**src/rtl/seq_mult_hs.sv**
```systemverilog
`default_nettype none
// +--------------------------------------------------------------------------+
// | Module   : seq_mult_hs                                                   |
// | Purpose  : Iterative shift-add multiplier, signed or unsigned per        |
// |            operation, with valid/ready handshakes on both sides, a held  |
// |            result and optional early termination.                        |
// | Ports    : clk          rising-edge clock                                |
// |            rst          asynchronous active-low reset                    |
// |            in_valid     operands a, b, signed_mode valid                 |
// |            in_ready     operands accepted (IDLE)                         |
// |            signed_mode  1: two's-complement operands, 0: unsigned        |
// |            a, b         multiplicand / multiplier (WIDTH bits)           |
// |            out_valid    product valid and held (DONE)                    |
// |            out_ready    consumer accepts the product                     |
// |            product      2*WIDTH-bit result                               |
// |            busy         high in CALC or DONE                             |
// | Revision : 1.0  initial release                                          |
// +--------------------------------------------------------------------------+
module seq_mult_hs #(
   parameter int WIDTH      = 32,
   parameter bit EARLY_EXIT = 1'b0
) (
   input  logic                 clk,
   input  logic                 rst,
   input  logic                 in_valid,
   output logic                 in_ready,
   input  logic                 signed_mode,
   input  logic [WIDTH-1:0]     a,
   input  logic [WIDTH-1:0]     b,
   output logic                 out_valid,
   input  logic                 out_ready,
   output logic [2*WIDTH-1:0]   product,
   output logic                 busy
);

   localparam int CW = $clog2(WIDTH + 1);

   typedef enum logic [1:0] {
      S_IDLE = 2'd0,
      S_CALC = 2'd1,
      S_DONE = 2'd2
   } state_t;

   state_t               state_q;
   logic                 sign_q;
   logic [2*WIDTH-1:0]   acc_q;
   logic [2*WIDTH-1:0]   mcand_q;
   logic [WIDTH-1:0]     mplier_q;
   logic [CW-1:0]        count_q;
   logic [2*WIDTH-1:0]   product_q;

   logic [2*WIDTH-1:0]   acc_d;
   logic [2*WIDTH-1:0]   mcand_d;
   logic [WIDTH-1:0]     mplier_d;
   logic [CW-1:0]        count_d;
   logic [WIDTH-1:0]     w_a_mag;
   logic [WIDTH-1:0]     w_b_mag;
   logic                 w_calc_last;
   logic [2*WIDTH-1:0]   w_result;

   // Magnitudes are taken as unsigned WIDTH-bit values; the most negative
   // operand maps onto 2^(WIDTH-1), which still fits.
   assign w_a_mag = (signed_mode && a[WIDTH-1]) ? -a : a;
   assign w_b_mag = (signed_mode && b[WIDTH-1]) ? -b : b;

   assign acc_d    = mplier_q[0] ? (acc_q + mcand_q) : acc_q;
   assign mcand_d  = mcand_q << 1;
   assign mplier_d = mplier_q >> 1;
   assign count_d  = count_q + CW'(1);

   // CALC spends one extra cycle after the last shift-add step to apply the
   // sign and load the result register. The early exit only fires after at
   // least one step, so a zero multiplier still passes through one step.
   assign w_calc_last = (count_q == CW'(WIDTH)) ||
                        (EARLY_EXIT && (count_q != '0) && (mplier_q == '0));

   assign w_result = sign_q ? -acc_q : acc_q;

   always_ff @(posedge clk or negedge rst) begin
      if (!rst) begin
         state_q   <= S_IDLE;
         sign_q    <= 1'b0;
         acc_q     <= '0;
         mcand_q   <= '0;
         mplier_q  <= '0;
         count_q   <= '0;
         product_q <= '0;
      end else begin
         case (state_q)
            S_IDLE: begin
               if (in_valid) begin
                  sign_q   <= signed_mode & (a[WIDTH-1] ^ b[WIDTH-1]);
                  acc_q    <= '0;
                  mcand_q  <= {{WIDTH{1'b0}}, w_a_mag};
                  mplier_q <= w_b_mag;
                  count_q  <= '0;
                  state_q  <= S_CALC;
               end
            end
            S_CALC: begin
               if (w_calc_last) begin
                  product_q <= w_result;
                  state_q   <= S_DONE;
               end else begin
                  acc_q    <= acc_d;
                  mcand_q  <= mcand_d;
                  mplier_q <= mplier_d;
                  count_q  <= count_d;
               end
            end
            S_DONE: begin
               if (out_ready) begin
                  state_q <= S_IDLE;
               end
            end
            default: begin
               state_q <= S_IDLE;
            end
         endcase
      end
   end

   assign in_ready  = (state_q == S_IDLE);
   assign busy      = (state_q != S_IDLE);
   assign out_valid = (state_q == S_DONE);
   assign product   = product_q;

endmodule
`default_nettype wire

```
**config.mk**
```make
export PLATFORM = sky130hd
export DESIGN_NAME = seq_mult_hs
export DESIGN_NICKNAME = d
export VERILOG_FILES = /design/src/rtl/seq_mult_hs.sv
export SDC_FILE = /design/constraint.sdc
export NUM_CORES = 1
export LEC_CHECK = 0
export ABC_AREA = 1
export CAP_MARGIN = 15
export CORE_MARGIN = 2
export CORE_UTILIZATION = 60
export DETAILED_ROUTE_END_ITERATION = 8
export PLACE_DENSITY = 0.81
export SLEW_MARGIN = 0
export SYNTH_ARGS = -nofsm -noshare
export SYNTH_HDL_FRONTEND = slang
export SYNTH_SLANG_ARGS = --single-unit
```
**constraint.sdc**
```tcl
create_clock -name clk -period 2.5 [get_ports clk]
set_input_delay 0.75 -clock clk [delete_from_list [all_inputs] [get_ports clk]]
set_output_delay 0.75 -clock clk [all_outputs]
set_load 0.02 [all_outputs]
```
== After elaboration in Yosys (flattened, before gate mapping) ==
Index checks and enable logic that the tools add are counted.
Word-level totals
  register bits after elaboration: 233
  latch bits: 0
  RAM bits: 0
  bits in read-only memories: 0
  output and inout bits: 67
  memories: 0
Cells by class
  add/sub/neg operators: 5
  multiply operators: 0
  div/mod/pow operators: 0
  $lt $le $gt $ge: 0
  eq/ne operators: 8
  shift-type cells: 0
  mux-type cells: 20
  bitwise gates (word level): 2
  reductions and logical operators: 10
Operator list (number)
  64-bit 2-to-1 mux: 6
  64-bit one-hot mux with 2 select lines: 2
  32-bit 2-to-1 mux: 4
  64-bit adder: 1
  32-bit negation: 2
  64-bit negation: 1
  32-bit one-hot mux with 2 select lines: 1
  6-bit 2-to-1 mux: 2
  6-bit one-hot mux with 2 select lines: 1
  2-bit != test (second input constant): 4
  6-bit by 1-bit adder with 6-bit output (second input constant): 1
  6-bit equality test (second input constant): 1
  2-bit 2-to-1 mux: 3
  2-bit one-hot mux with 3 select lines: 1
  3-bit AND reduction: 2
  2-bit AND reduction: 2
  4-bit AND reduction: 1
  2-bit nonzero test: 2
  2-bit by 1-bit equality test with 1-bit output (second input constant): 1
  2-bit equality test (second input constant): 1
  1-bit logical AND: 2
  2-bit logical NOT: 1
  2-bit by 1-bit != test with 1-bit output (second input constant): 1
  1-bit AND: 1
  1-bit XOR: 1

== Longest topological paths before layout ==
  depth in word-level cells: 4
  mapped depth: 16
  mapped depth without buffers: 16

== Least setup slack after synthesis ==
Ideal clock, no wire load.
  path kind: in2reg
  start point: input port b[1]
  end point: register mplier_q[24]
  arrival: 1.902 ns
  slack: 0.482 ns
  cell stages on the path: 11
  buffers on the path: 0
  cells stage by stage: inv_1 ha_1 nand3_1 o21ai_2 nand3_1 inv_1 nand2_1 o21ai_0 nand3_1 nand2_1 nand2_1
Between the ends
  longest elaborated chain between the ends: 4
RTL lines
  start, declared: line 29  | input logic [WIDTH-1:0] b,
  32-bit negation: line 64  | assign w_b_mag = (signed_mode && b[WIDTH-1]) ? -b : b;
  32-bit 2-to-1 mux: line 64
  32-bit 2-to-1 mux: line 91  | if (in_valid) begin
  32-bit one-hot mux with 2 select lines: line 89  | case (state_q)
  end signal, assigned: line 95  | mplier_q <= w_b_mag;
  end signal, assigned: line 107  | mplier_q <= mplier_d;
  end, declared: line 48  | logic [WIDTH-1:0] mplier_q;
No other way between the ends. The select of a mux whose other input is x is not followed.
A chain may end at the register's enable or synchronous reset.

== Worst setup path in the final report ==
  start point: register mcand_q[0]
  end point: register acc_q[60]
Between the ends
  longest elaborated chain between the ends: 4
RTL lines
  start, declared: line 47  | logic [2*WIDTH-1:0] mcand_q;
  start signal, assigned: line 94  | mcand_q <= {{WIDTH{1'b0}}, w_a_mag};
  start signal, assigned: line 106  | mcand_q <= mcand_d;
  64-bit adder: line 66  | assign acc_d = mplier_q[0] ? (acc_q + mcand_q) : acc_q;
  64-bit 2-to-1 mux: line 66
  64-bit 2-to-1 mux: line 101  | if (w_calc_last) begin
  64-bit one-hot mux with 2 select lines: line 89
  end signal, assigned: line 83  | acc_q <= '0;
  end signal, assigned: line 93  | acc_q <= '0;
  end signal, assigned: line 105  | acc_q <= acc_d;
  end, declared: line 46  | logic [2*WIDTH-1:0] acc_q;
No other way between the ends. The select of a mux whose other input is x is not followed.

==> qor.csv <==
metric;value;unit
post-synthesis cell count;3115;
Residual DRC;0;
clock slew at reported path FFs;0.06;ns
Crit path required time;2.93;ns
hold_ws;0.4757;ns
final setup fails;0;
register area;5833;um2
Starting DRT DRC Count;1987;
largest net degree at the start of global routing;103;
I/O pin count;136;
Max Clock Skew;0.01026;ns
Ant. Diodes;0;
Die W;181.4;um
worst IR drop on VDD;1027;uV
number of fill cells;2591;
# placed instances;3699;
CP Max Fanout;4;
Fin. Hold Viols;0;
CP Class;flip-flop to flip-flop;
Yosys top cell area share;30.90;%
Primary FF master, synth;dfrtp_1;
multi-input logic area;10830;um2
number of synthesized flops with an enable pin;0;
count of input and output buffers;135;
first-pass GRT wire length;101.7;mm
vias in the first global route;19850;
vias per cell;5.615;
most frequent cells in the layout;nand2_1 (1108), inv_1 (504), nor2_1 (313);
sequential area share after synthesis;30.90;%
H-tree Lvls;1;
#FFs+latches synth;233;
Mapped Nets;3253;
GRT overflow;0;
post-route ant nets;0;
dominant cell type by area after synthesis;dfrtp_1;
GRT Util Overall;38.54;%
max_slew headroom;38.22;%
Chip Height;181.4;um
Die ar.;32890;um2
placed standard-cell area;21460;um2
DR WL/cell;16.93;um
fin. max-slew vios;0;
TritonRoute pass-1 iters;6;
ys async rst share;100.0;%
Synth cell types;46;
clock sink count;233;
post-detail-place hpwl;49.91;mm
Cell Pwr Density;1408;nW/um2
post-synthesis instance area;18870;um2
initial antenna violation count;1;
TNS Setup;0;ns
slew of the pin with the lowest slew margin;0.9253;ns
most common cell after layout, fill and taps aside;nand2_1;
CP endpoint kind;flip-flop;
layout cells sized above 1;7.277;%
Final min period;2.434;ns
Hold Path Depth;2;
Initial Utilization;61.37;%
main area contributors after synthesis;dfrtp_1 (31%), nand2_1 (22%), inv_1 (10%);
Startpoint Class;flip-flop;
data arrival time of the critical path;2.87;ns
cell mode on critical path;nand2_1;
CP top delay family;simple AND/OR/NAND/NOR gates;
critical path, cell by cell;ha_1, inv_1, fa_1, inv_1, nand3_1, nand2_2, nand3_1, nand3_2, nand2_1, nand2_2, nand2_2, nand2_1, nand2_1, nand3_1, nand2_1;
synth warn;0;
gpl congestion;1.049;
Reg2Reg Depth;15;
TritonCTS clock tree;yes;
Final Cell Area;22560;um2
Leak;0.01206;uW
fin crit share;97.34;%
Row Count;64;
vias post-DR;21050;
final-stage net count;3473;
fmax;410.9;MHz
slowest CP cell;dfrtp_1;
max cap viols;0;
Root Buffer;clkbuf_16;
Max clock buf depth;3;
Mean Syn Cell Area;6.058;um2
type of the tightest min-delay check;flip-flop to flip-flop;
worst path buffer plus inverter count;2;
Routed WL;63.46;mm
area delta synth->final;19.53;%
Non-Filler Instances;3749;
core area;30750;um2
Crit path largest cell delay;0.40;ns
outcome;finished clean;
CTS buffer count;28;
worst-skew pair later-pin latency;0.56;ns
WP depth;15;
[worst register-to-register path, stage by stage, from the launching register on]
cell and delay [ns]:
dfrtp_1 0.40, ha_1 0.21, inv_1 0.06, fa_1 0.39, inv_1 0.12, nand3_1 0.09, nand2_2 0.14, nand3_1 0.12
nand3_2 0.13, nand2_1 0.09, nand2_2 0.17, nand2_2 0.13, nand2_1 0.09, nand2_1 0.05, nand3_1 0.08, nand2_1 0.06
[where the power goes]
part / leakage (uW) / switching [uW] / total, uW / internal, uW
sequential: 0.00295 / 1560 / 7070 / 5510
combinational: 0.00862 / 13400 / 20300 / 6840
clock: 0.000488 / 1650 / 4440 / 2790
total: 0.0121 / 16600 / 31800 / 15100
[metal layers]
| layer | track usage, % | up-vias | routed length, um |
|---|---|---|---|
| li1 | - | 10250 | - |
| met1 | 49.83 | 9566 | 25660 |
| met2 | 62.21 | 1028 | 27900 |
| met3 | 8.426 | 206 | 6822 |
| met4 | 16.98 | 0 | 3076 |
| met5 | 0 | - | 0 |
[flip-flops by register name, indices dropped and copies added (netlist names)]
name      cells
acc_q        64
count_q       6
mcand_q      64
mplier_q     32
product      64
sign_q        1
state_q       2
[repair_timing]
action                     4_1_cts  5_1_grt
pin swaps                        0        0
hold endpoints to repair         5        0
setup endpoints to repair        4       28
hold buffers                     1        0
gates resized for setup          5       21
buffers inserted                 0        1
[synthesized netlist by cell type (3+ instances only)]
cell      count
nand2_1    1119
inv_1       504
nor2_1      316
dfrtp_1     233
nand3_1     227
o21ai_0     155
a21oi_1     121
ha_1         68
nand4_1      46
xor2_1       39
o22ai_1      38
buf_2        30
clkbuf_1     29
nor3_1       29
o21ai_1      25
o211ai_1     16
inv_2        14
a31oi_1      13
o31ai_1      13
buf_1        10
or2_2         9
xnor2_1       9
nor2_2        6
nor4_1        6
nor2_4        5
nand3b_1      4
and2_1        3
nand2_2       3
nand3_4       3
o21bai_1      3
[area by class of cell]
cell class	instances	share of cell area [%]
clock buffers	39	3.650
clock inverters	9	0.7821
inverters	520	8.664
multi-input cells	2289	48.03
flip-flops and latches	233	25.86
well taps	396	2.196
repair buffers	263	10.82
[kinds of logic (layout without fill, tap and decap cells)]
group	Yosys count	in the layout	share of synthesized area, %
simple gates	1783	1783	38.93
fa+ha+maj	69	69	4.614
compound gates	389	389	11.20
buf+inv	593	831	12.13
xor+xnor	48	48	2.228
flops	233	233	30.90
[per-stage QoR]
stage          power (uW)  utilization, %  worst slack [ns]
3_3_place_gp        25810           69.80          -0.08939
2_1_floorplan       19990               -            0.4820
3_5_place_dp        26420           69.80           -0.1283
5_1_grt             34300           73.36          -0.01999
6_report            31760           73.36           0.06642
4_1_cts             31030           73.08           0.02032
[final timing paths]
| kind | from | end | slack, ns |
|---|---|---|---|
| worst max-delay path | mcand_q[0] | acc_q[60] | 0.07 |
| worst min-delay path | product[45] | product[45] | 0.48 |
| worst max register to register | mcand_q[0] | acc_q[60] | 0.07 |
| worst min register to register | product[45] | product[45] | 0.48 |
| max in group asynchronous | rst | state_q[1] | 1.10 |
| min in group asynchronous | rst | product[2] | 0.60 |
Note: power is estimated with default switching activity, not from simulation.
